**src/rtl/vliw_pkg.sv**
```systemverilog
// Shared pipeline-control types: stall-controller states and stall cause codes.
package vliw_pkg;

    typedef enum logic [1:0] {
        RUN      = 2'b00,
        ALU_WAIT = 2'b01,
        MEM_WAIT = 2'b10,
        HALT     = 2'b11
    } stall_state_e;

    typedef enum logic [1:0] {
        CAUSE_NONE = 2'b00,
        CAUSE_ALU  = 2'b01,
        CAUSE_MEM  = 2'b10,
        CAUSE_HALT = 2'b11
    } stall_cause_e;

    localparam int STALL_LEN_W = 5;

endpackage

```
**src/rtl/stall_perf_cnt.sv**
```systemverilog
// Saturating event counter: counts cycles with inc=1, sticks at all-ones.
module stall_perf_cnt #(
    parameter int WIDTH = 32
) (
    input  logic             clk,
    input  logic             rst,
    input  logic             inc,
    output logic [WIDTH-1:0] count
);

    logic [WIDTH-1:0] count_reg;

    always_ff @(posedge clk) begin
        if (rst) begin
            count_reg <= '0;
        end else if (inc && (count_reg != {WIDTH{1'b1}})) begin
            count_reg <= count_reg + 1'b1;
        end
    end

    assign count = count_reg;

endmodule

```
**src/rtl/stall_ctl.sv**
```systemverilog
// Global pipeline stall merge with stall-length watchdog.
// Optional stall-cycle performance counters are built when STALL_PERF_EN is defined.
module stall_ctl
    import vliw_pkg::*;
#(
    parameter int NLANE    = 4,
    parameter int WD_LIMIT = 16
) (
    input  logic                   clk,
    input  logic                   rst,
    input  logic [NLANE-1:0]       alu_stall,
    input  logic                   mem_stall,
    output logic                   stall,
    output logic [1:0]             stall_cause,
    output logic [STALL_LEN_W-1:0] stall_len,
    output logic                   wd_err
`ifdef STALL_PERF_EN
    ,
    output logic [31:0]            perf_alu_cyc,
    output logic [31:0]            perf_mem_cyc
`endif
);

    localparam logic [STALL_LEN_W-1:0] LEN_MAX = {STALL_LEN_W{1'b1}};
    localparam logic [STALL_LEN_W-1:0] WD_TRIP = STALL_LEN_W'(WD_LIMIT - 1);

    stall_state_e             state_reg, state_next;
    logic [STALL_LEN_W-1:0]   stall_len_reg, stall_len_next;
    logic                     wd_err_reg, wd_err_next;
    stall_cause_e             cause_c;
    logic                     alu_req;
    logic                     halted;

    // Stall is purely combinational: lanes act on it in the same cycle.
    always_comb begin
        alu_req = |alu_stall;
        halted  = (state_reg == HALT);
        stall   = alu_req | mem_stall | halted;

        cause_c = CAUSE_NONE;
        if (halted)
            cause_c = CAUSE_HALT;
        else if (mem_stall)
            cause_c = CAUSE_MEM;
        else if (alu_req)
            cause_c = CAUSE_ALU;
    end

    assign stall_cause = cause_c;

    always_comb begin
        state_next     = state_reg;
        stall_len_next = '0;
        wd_err_next    = wd_err_reg;

        if (stall)
            stall_len_next = (stall_len_reg == LEN_MAX) ? LEN_MAX : stall_len_reg + 1'b1;

        if (halted) begin
            state_next = HALT;
        end else if (stall && (stall_len_reg == WD_TRIP)) begin
            state_next  = HALT;
            wd_err_next = 1'b1;
        end else if (mem_stall) begin
            state_next = MEM_WAIT;
        end else if (alu_req) begin
            state_next = ALU_WAIT;
        end else begin
            state_next = RUN;
        end
    end

    always_ff @(posedge clk) begin
        if (rst) begin
            state_reg     <= RUN;
            stall_len_reg <= '0;
            wd_err_reg    <= 1'b0;
        end else begin
            state_reg     <= state_next;
            stall_len_reg <= stall_len_next;
            wd_err_reg    <= wd_err_next;
        end
    end

    assign stall_len = stall_len_reg;
    assign wd_err    = wd_err_reg;

`ifdef STALL_PERF_EN
    logic alu_inc;
    logic mem_inc;

    // HALT cycles report CAUSE_HALT, so they are excluded from both counts.
    assign alu_inc = (cause_c == CAUSE_ALU);
    assign mem_inc = (cause_c == CAUSE_MEM);

    stall_perf_cnt #(.WIDTH(32)) u_perf_alu (
        .clk   (clk),
        .rst   (rst),
        .inc   (alu_inc),
        .count (perf_alu_cyc)
    );

    stall_perf_cnt #(.WIDTH(32)) u_perf_mem (
        .clk   (clk),
        .rst   (rst),
        .inc   (mem_inc),
        .count (perf_mem_cyc)
    );
`endif

endmodule

```
**config.mk**
```make
export PLATFORM = sky130hd
export DESIGN_NAME = stall_ctl
export DESIGN_NICKNAME = d
export VERILOG_FILES = /design/src/rtl/vliw_pkg.sv /design/src/rtl/stall_perf_cnt.sv /design/src/rtl/stall_ctl.sv
export SDC_FILE = /design/constraint.sdc
export NUM_CORES = 1
export LEC_CHECK = 0
export CAP_MARGIN = 10
export CORE_AREA = 2 2 39 41
export DETAILED_ROUTE_END_ITERATION = 10
export DIE_AREA = 0 0 41 43
export PLACE_DENSITY_LB_ADDON = 0.1
export SETUP_SLACK_MARGIN = 0.2
export SLEW_MARGIN = 25
export SYNTH_ARGS = -nofsm -noshare
export SYNTH_HDL_FRONTEND = slang
export SYNTH_SLANG_ARGS = --single-unit
```
**constraint.sdc**
```tcl
create_clock -name clk -period 1.2 [get_ports clk]
set_input_delay 0.24 -clock clk [delete_from_list [all_inputs] [get_ports clk]]
set_output_delay 0.24 -clock clk [all_outputs]
set_load 0.02 [all_outputs]
```
# --- After elaboration in Yosys (flattened, before gate mapping) ---
# Index checks and enable logic that the tools add are counted.
totals:
  output_inout_bits: 9
  ff_bits: 8
  wordCells: 21
  input_bits: 7
op_classes:
  eq_ne: 3
  addsub: 1
  muxes: 6
  bitwise_logic: 4
  reduce_logical: 4
op_table:
  columns: ["operator", "count"]
  rows:
  - ["2-bit 2-to-1 mux", 4]
  - ["5-bit by 1-bit adder with 5-bit output (second input constant)", 1]
  - ["5-bit by 4-bit equality test with 1-bit output (second input constant)", 1]
  - ["5-bit equality test (second input constant)", 1]
  - ["5-bit 2-to-1 mux", 1]
  - ["4-bit OR reduction", 1]
  - ["2-bit equality test (second input constant)", 1]
  - ["1-bit inverter", 2]
  - ["1-bit bitwise OR", 2]
  - ["2-bit AND reduction", 1]
  - ["2-bit OR reduction", 1]
  - ["1-bit logical AND", 1]
  - ["1-bit 2-to-1 mux", 1]

# --- Longest topological paths before layout ---
# Gate-level depths: netlist of run 1.
logic_depth:
  ltp_word: 6
  mapped_depth: 5
  ltp_nobuf: 4

# --- Least setup slack after synthesis of run 1 ---
# OpenSTA, ideal clock, no wires.
synth_timing:
  path_kind: "reg-to-reg"
  startpoint: "register stall_len_reg[0], in the netlist stall_len[0]"
  endpoint: "register wd_err_reg, in the netlist wd_err"
  t_required_ns: 1.130
  stages_incl_launch_ff: 6
  period_less_slack_ns: 1.275
  path_slack_ns: -0.075
  path_buffers: 1
  arrival_ns: 1.206
  setup_ns: 0.070
  cell_sequence: "dfxtp_1 -> ha_1 -> and3_1 -> buf_2 -> o2111ai_2 -> a21oi_1"
synth_between:
  elab_chain_cells: 3
synth_rtl:
  columns: ["element", "line_no", "text"]
  rows:
  - ["from (decl)", "stall_ctl.sv:28", "logic [STALL_LEN_W-1:0] stall_len_reg, stall_len_next;"]
  - ["from (signal assigned)", "stall_ctl.sv:80", "stall_len_reg <= stall_len_next;"]
  - ["5-bit by 4-bit equality test with 1-bit output", "stall_ctl.sv:61", "end else if (stall && (stall_len_reg == WD_TRIP)) begin"]
  - ["1-bit logical AND", "stall_ctl.sv:61", null]
  - ["2-bit AND reduction (no line)", null, null]
  - ["to (signal assigned)", "stall_ctl.sv:81", "wd_err_reg <= wd_err_next;"]
  - ["to (decl)", "stall_ctl.sv:29", "logic wd_err_reg, wd_err_next;"]
# No other way between the ends.
# A chain may end at the register's enable or synchronous reset.

# --- Worst setup path after layout of run 1 ---
layout_timing:
  startpoint: "register state_reg[0]"
  endpoint: "output stall_cause[0]"
layout_between:
  elab_chain_cells: 2
layout_rtl:
  columns: ["element", "line_no", "text"]
  rows:
  - ["from (decl)", "stall_ctl.sv:27", "stall_state_e state_reg, state_next;"]
  - ["from (signal assigned)", "stall_ctl.sv:79", "state_reg <= state_next;"]
  - ["2-bit equality test", "stall_ctl.sv:37", "halted = (state_reg == HALT);"]
  - ["2-bit 2-to-1 mux", "stall_ctl.sv:41", "if (halted)"]
  - ["to (decl)", "stall_ctl.sv:14", "output logic [1:0] stall_cause,"]
# No other way between the ends.

==> impl_results.md, run 1 <==
- Synth warn: 0
- GR Util All Layers: 0.165
- Vias post-DR: 416
- CP cell instances: nand2_2, o21a_1, inv_2, buf_6
- Fin crit period: 1.25 ns
- Total gr overflow: 0
- CTS tree: built
- Largest net degree at the start of global routing: 7
- Critical Path RT: 0.96 ns
- Mapped Cells: 40
- Final TNS setup: -0.0669 ns
- Non-Filler Instances: 90
- Syn Nets: 48
- Maximum vdd ir drop: 0.526 mV
- Top post-synthesis cells by area: dfxtp_1 (46%), a21oi_1 (10%), inv_1 (5.4%)
- Fin util: 0.580
- Crit start category: flop
- Hold Fails Final Rpt: 0
- Antenna-violating nets left: 0
- Post-synthesis cell area: 347 um^2
- Area of the die: 0.00176 mm^2
- CTS Hold Bufs: 0
- Global-route wire length before repair: 1940 um
- Ports: 16
- CTS root buf: clkbuf_4
- Max_cap viols: 0
- Dpl hpwl: 735 um
- Die X: 41 um
- Fin. max-slew vios: 0
- Clk buf depth: 2
- Placement Setup Slack: -0.797 ns
- H-tree depth: 1
- Register area: 175 um^2
- CP max FO: 2
- #FFs+latches synth: 8
- Avg Synthesized Cell Area: 8.66 um^2
- Number of global-route vias before repair: 430
- Final WL: 1190 um
- Post-synth EDFFs: 0
- Period utilisation layout: 1.04
- Register area share after synthesis: 0.462
- Ys async rst share: 0
- Critical path arrival: 1.01 ns
- Starting Density: 0.250
- Critical path type: reg -> out
- Achievable Freq: 798 MHz
- Setup ws final: -0.0536 ns
- Area grow syn2layout: 132%
- Share of cells above drive strength 1: 0.838
- DRT Pass-1 Iters: 2
- Slew headroom: 0.855
- Dpl cells: 81
- Post-synth top cells: dfxtp_1 (8), a21oi_1 (7), inv_1 (5)
- Worst Max-Slew Pin Slew: 0.216 ns
- DRT iter0 DRCs: 1
- # port buffers: 15
- Prevailing post-synth register cell: dfxtp_1
- Vias per cell: 4.62
- Placer Congestion: 0.783
- Clock slew at reported path FFs: 0.05 ns
- Cts bufs inserted: 3
- Die height: 43 um
- Most common cell in the netlist: dfxtp_1
- Fillers: 118
- Initial antenna violation count: 0
- Distinct cells, synth: 16
- RSZ-0062 raised after global routing: yes
- Status: finished with violations
- Final net count: 83
- HP Class: in -> reg
- Top cell type's share of synthesized area: 0.462
- Failing checks: negative setup slack
- # diodes: 0
- Clock latency on the worst-skew pair: 0.27 ns
- Max reg flops: 5
- Remaining DRCs: 0
- CTS Sinks: 8
- Slowest cell on the critical path: dfxtp_2
- Setup violators final: 2
- Routed wire per std cell: 13.3 um
- Pwr/cell area: 912 mW/mm^2
- Cell row count: 14
- Multi-input gate area: 284 um^2
- Setup crit end kind: output pin
- Pleak: 0.330 nW
- Area leader, netlist: dfxtp_1
- Clock Skews: 0.0107 ns
- CP peak stage delay: 0.34 ns
- Core Region: 0.00138 mm^2
[cells by family after synthesis]
kind of cell	count (synthesis)	share of synthesized area
compound gates	12	0.231
simple gates	12	0.177
flops	8	0.462
buf+inv	6	0.0686
xor+xnor	1	0.0253
fa+ha+maj	1	0.0361
[worst max-delay path, delay by kind of cell, from the launching register on]
family / cells / cell delay, ns
AOI/OAI and AO/OA: 1 / 0.15
DFF: 1 / 0.34
buffers and inverters: 2 / 0.19
and+or+nand+nor: 1 / 0.08
[routing by layer]
metal,vias up,track usage,wire [um]
li1,209,-,-
met1,193,0.188,458
met2,12,0.275,654
met3,2,0.0628,64
met4,0,0.0400,15
met5,-,0,0
[cell usage in the layout (no fill, tap or decap)]
| master | Yosys | final |
|---|---|---|
| a21oi_4 | 0 | 1 |
| a21o_4 | 0 | 1 |
| nand2_4 | 0 | 1 |
| nor4_4 | 0 | 1 |
| clkdlybuf4s15_2 | 0 | 1 |
| dfxtp_4 | 0 | 2 |
| buf_6 | 0 | 11 |
| o2111ai_2 | 1 | 1 |
| nand2_2 | 0 | 2 |
| a21oi_1 | 7 | 1 |
| and3_4 | 0 | 1 |
| buf_4 | 0 | 16 |
| inv_1 | 5 | 3 |
| nand3_2 | 0 | 2 |
| a21oi_2 | 0 | 5 |
| nor2_1 | 3 | 3 |
| clkdlybuf4s50_1 | 0 | 1 |
| clkbuf_1 | 0 | 1 |
| a211oi_2 | 0 | 2 |
| inv_2 | 0 | 2 |
| or4_4 | 1 | 1 |
| nand3_1 | 3 | 1 |
| buf_2 | 1 | 1 |
| dfxtp_2 | 0 | 6 |
| ha_4 | 0 | 1 |
| dlygate4sd2_1 | 0 | 1 |
| o21a_1 | 1 | 1 |
| clkbuf_4 | 0 | 3 |
| xnor2_4 | 0 | 1 |
[final timing paths]
kind,start,end,slack [ns],depth (start not counted)
worst min-delay path,alu_stall[2],state_reg[1],0.39,4
worst max-delay path,state_reg[0],stall_cause[0],-0.05,4
worst max register to register,stall_len[0],wd_err,0.05,5
worst min register to register,wd_err,wd_err,0.46,2
[layout make-up]
cell class | instances | area share
Multi-Input combinational cell | 26 | 0.354
Timing Repair Buffer | 31 | 0.347
Sequential cell | 8 | 0.218
Clock buffer | 4 | 0.0327
Tap cell | 16 | 0.0249
Inverter | 5 | 0.0234
[metrics by stage]
stage                     area (um^2)  hold WS (ns)  power (mW)
after floorplan                   405         0.309       0.353
after global placement            647         0.430       0.440
after detailed placement          647         0.439       0.445
after CTS                         743         0.397       0.708
after global routing              803         0.417       0.770
final                             803         0.392       0.732
[timing repair]
action / 4_1_cts / 5_1_grt
endpoints found under the setup margin: 17 / 16
setup buffers: 3 / 2
resized for setup: 81 / 14
pin swaps: 9 / 1
[report_power, final]
part / internal (mW) / leakage [nW] / switching [mW]
Sequential: 0.281 / 0.0693 / 0.0127
Clock: 0.128 / 0.0150 / 0.107
Combinational: 0.117 / 0.246 / 0.0867
Note: power is estimated with default switching activity, not from simulation.
==> inputs of run 2 (changes only) <==
CTS_CLUSTER_SIZE = 16   (was unset)
DONT_BUFFER_PORTS = 1   (was unset)
==> impl_results.md, run 2 (synthesized netlist as in run 1, its figures left out) <==
- Status: complete, no violations
- Max reg flops: 5 (unchanged)
- Starting Density: 0.250 (unchanged)
- Most common cell after layout, fill and taps aside: buf_4
- Setup violators final: 0 (-2)
- Crit Reg-Reg Startpoint: state_reg[0]
- Routed wire per std cell: 13.0 um (-1.9%)
- Number of global-route vias before repair: 335 (-22%)
- Max_cap viols: 0 (unchanged)
- Share of cells above drive strength 1: 0.722 (-0.116)
- Dpl cell area: 444 um^2 (-31%)
- Cts bufs inserted: 3 (unchanged)
- Clock Skews: 0.00513 ns (-0.00554 ns)
- Critical path arrival: 0.92 ns (-0.09 ns)
- CTS root buf: clkbuf_4
- Fillers: 131 (+11%)
- R2R cell count: 4 (-1)
- Hold Path Depth: 1 (-3)
- Placer Congestion: 0.768 (-1.9%)
- Fin. max-slew vios: 0 (unchanged)
- Antenna-violating nets left: 0 (unchanged)
- Fin crit period: 1.16 ns (-0.0924 ns)
- Remaining DRCs: 0 (unchanged)
- CTS Sinks: 8 (unchanged)
- Largest net degree at the start of global routing: 7 (unchanged)
- DRT Pass-1 Iters: 4 (+2)
- Final WL: 910 um (-24%)
- Setup crit end kind: output pin
- Non-Filler Instances: 70 (-22%)
- Cell row count: 14 (unchanged)
- Crit start category: flop
- Initial antenna violation count: 0 (unchanged)
- Worst Max-Slew Pin Slew: 0.336 ns (+0.119 ns)
- WHS Endpoint: state_reg[1]
- Commonest cells after routing, fill and taps aside: buf_4 (7), dfxtp_4 (5), a21oi_2 (4), buf_6 (4)
- Clock latency on the worst-skew pair: 0.26 ns (about the same)
- Dpl hpwl: 592 um (-19%)
- Final net count: 63 (-24%)
- Maximum vdd ir drop: 0.472 mV (-10%)
- CTS tree: built
- Pwr Total: 0.626 mW (-15%)
- CP max FO: 2 (unchanged)
- H-tree depth: 1 (unchanged)
- Ports: 16 (unchanged)
- Area of the die: 0.00176 mm^2 (unchanged)
- Achievable Freq: 861 MHz (+8.0%)
- Die X: 41 um (unchanged)
- Slowest cell on the critical path: dfxtp_4
- Vias per cell: 4.83 (+4.5%)
- CP peak stage delay: 0.36 ns (+0.02 ns)
- R2R Path End: stall_len[4]
- Total gr overflow: 0 (unchanged)
- CP cell instances: nand2_4, o21a_1, inv_2
- Dpl cells: 59 (-27%)
- Core Region: 0.00138 mm^2 (unchanged)
- Slew headroom: 0.774 (-0.0803)
- HP Class: in -> reg
- Final instance area: 598 um^2 (-26%)
- Critical Path RT: 0.96 ns (about the same)
- Clock slew at reported path FFs: 0.05 ns (about the same)
- # diodes: 0 (unchanged)
- DRT iter0 DRCs: 4 (+3)
- Hold Fails Final Rpt: 0 (unchanged)
- Global-route wire length before repair: 1380 um (-29%)
- # port buffers: 0 (-15)
- Hold_ws: 0.0271 ns (-0.365 ns)
- Vias post-DR: 338 (-19%)
- Critical path type: reg -> out
- RSZ-0062 raised after global routing: yes
- Die height: 43 um (unchanged)
- Pwr/cell area: 1050 mW/mm^2 (+15%)
- HP Start: rst
- Reg2reg setup slack: 0.09 ns (+0.04 ns)
- Pleak: 0.222 nW (-33%)
- GR Util All Layers: 0.117 (-0.0482)
- Final TNS setup: 0 ns (+0.0669 ns)
- CTS Hold Bufs: 0 (unchanged)
- Period utilisation layout: 0.968 (-0.0770)
- Area grow syn2layout: 72.6%
- Clk buf depth: 2 (unchanged)
## run 2: final cells by class
| class | count | area [um^2] | area share |
|---|---|---|---|
| Timing Repair Buffer | 11 | 97.6 | 0.163 |
| Clock buffer | 4 | 26.3 | 0.0439 |
| Inverter | 5 | 18.8 | 0.0314 |
| Tap cell | 16 | 20.0 | 0.0335 |
| Multi-Input combinational cell | 26 | 254 | 0.425 |
| Sequential cell | 8 | 181 | 0.303 |
## run 2: timing repair
action                     4_1_cts  5_1_grt
pin swaps                        6        3
setup buffers                    6        1
setup endpoints to repair       15       14
gates resized for setup         15        9
## run 2: metal layers
metal	wire, um	up-vias	track usage	part of all wire
met4	14	0	0.0600	0.015
li1	-	166	-	-
met2	430	14	0.150	0.47
met5	0	-	0	0
met3	89	2	0.0524	0.098
met1	374	156	0.159	0.41
## run 2: worst max path at each step
stage / endpoint / cells after the start / from / slack [ns]
2_1_floorplan: wd_err / 3 / alu_stall[1] / 0.08
3_5_place_dp: wd_err / 3 / alu_stall[1] / 0.06
3_3_place_gp: wd_err / 3 / alu_stall[1] / 0.07
6_report: stall_cause[0] / 3 / state_reg[1] / 0.04
5_1_grt: stall_cause[0] / 3 / state_reg[1] / 0.01
4_1_cts: stall_cause[0] / 3 / state_reg[0] / 0.06
## run 2: worst max-delay path, delay by kind of cell, from the launching register on
kind,cells,cell delay [ns]
buffers and inverters,1,0.08
DFF,1,0.36
AOI/OAI and AO/OA,1,0.16
and+or+nand+nor,1,0.07
## run 2: power breakdown
group          leakage, nW  total (mW)  internal [mW]  switching, mW
Sequential          0.0697       0.301          0.278         0.0226
Combinational        0.137      0.0944         0.0495         0.0449
Clock               0.0150       0.231          0.128          0.103
Total                0.222       0.626          0.455          0.171
## run 2: metrics by stage
| step | utilization | setup WS [ns] |
|---|---|---|
| floorplan | - | 0.0831 |
| global placement | 0.321 | 0.0708 |
| detailed placement | 0.321 | 0.0637 |
| CTS | 0.402 | 0.0584 |
| global route | 0.432 | 0.0131 |
| finish | 0.432 | 0.0389 |
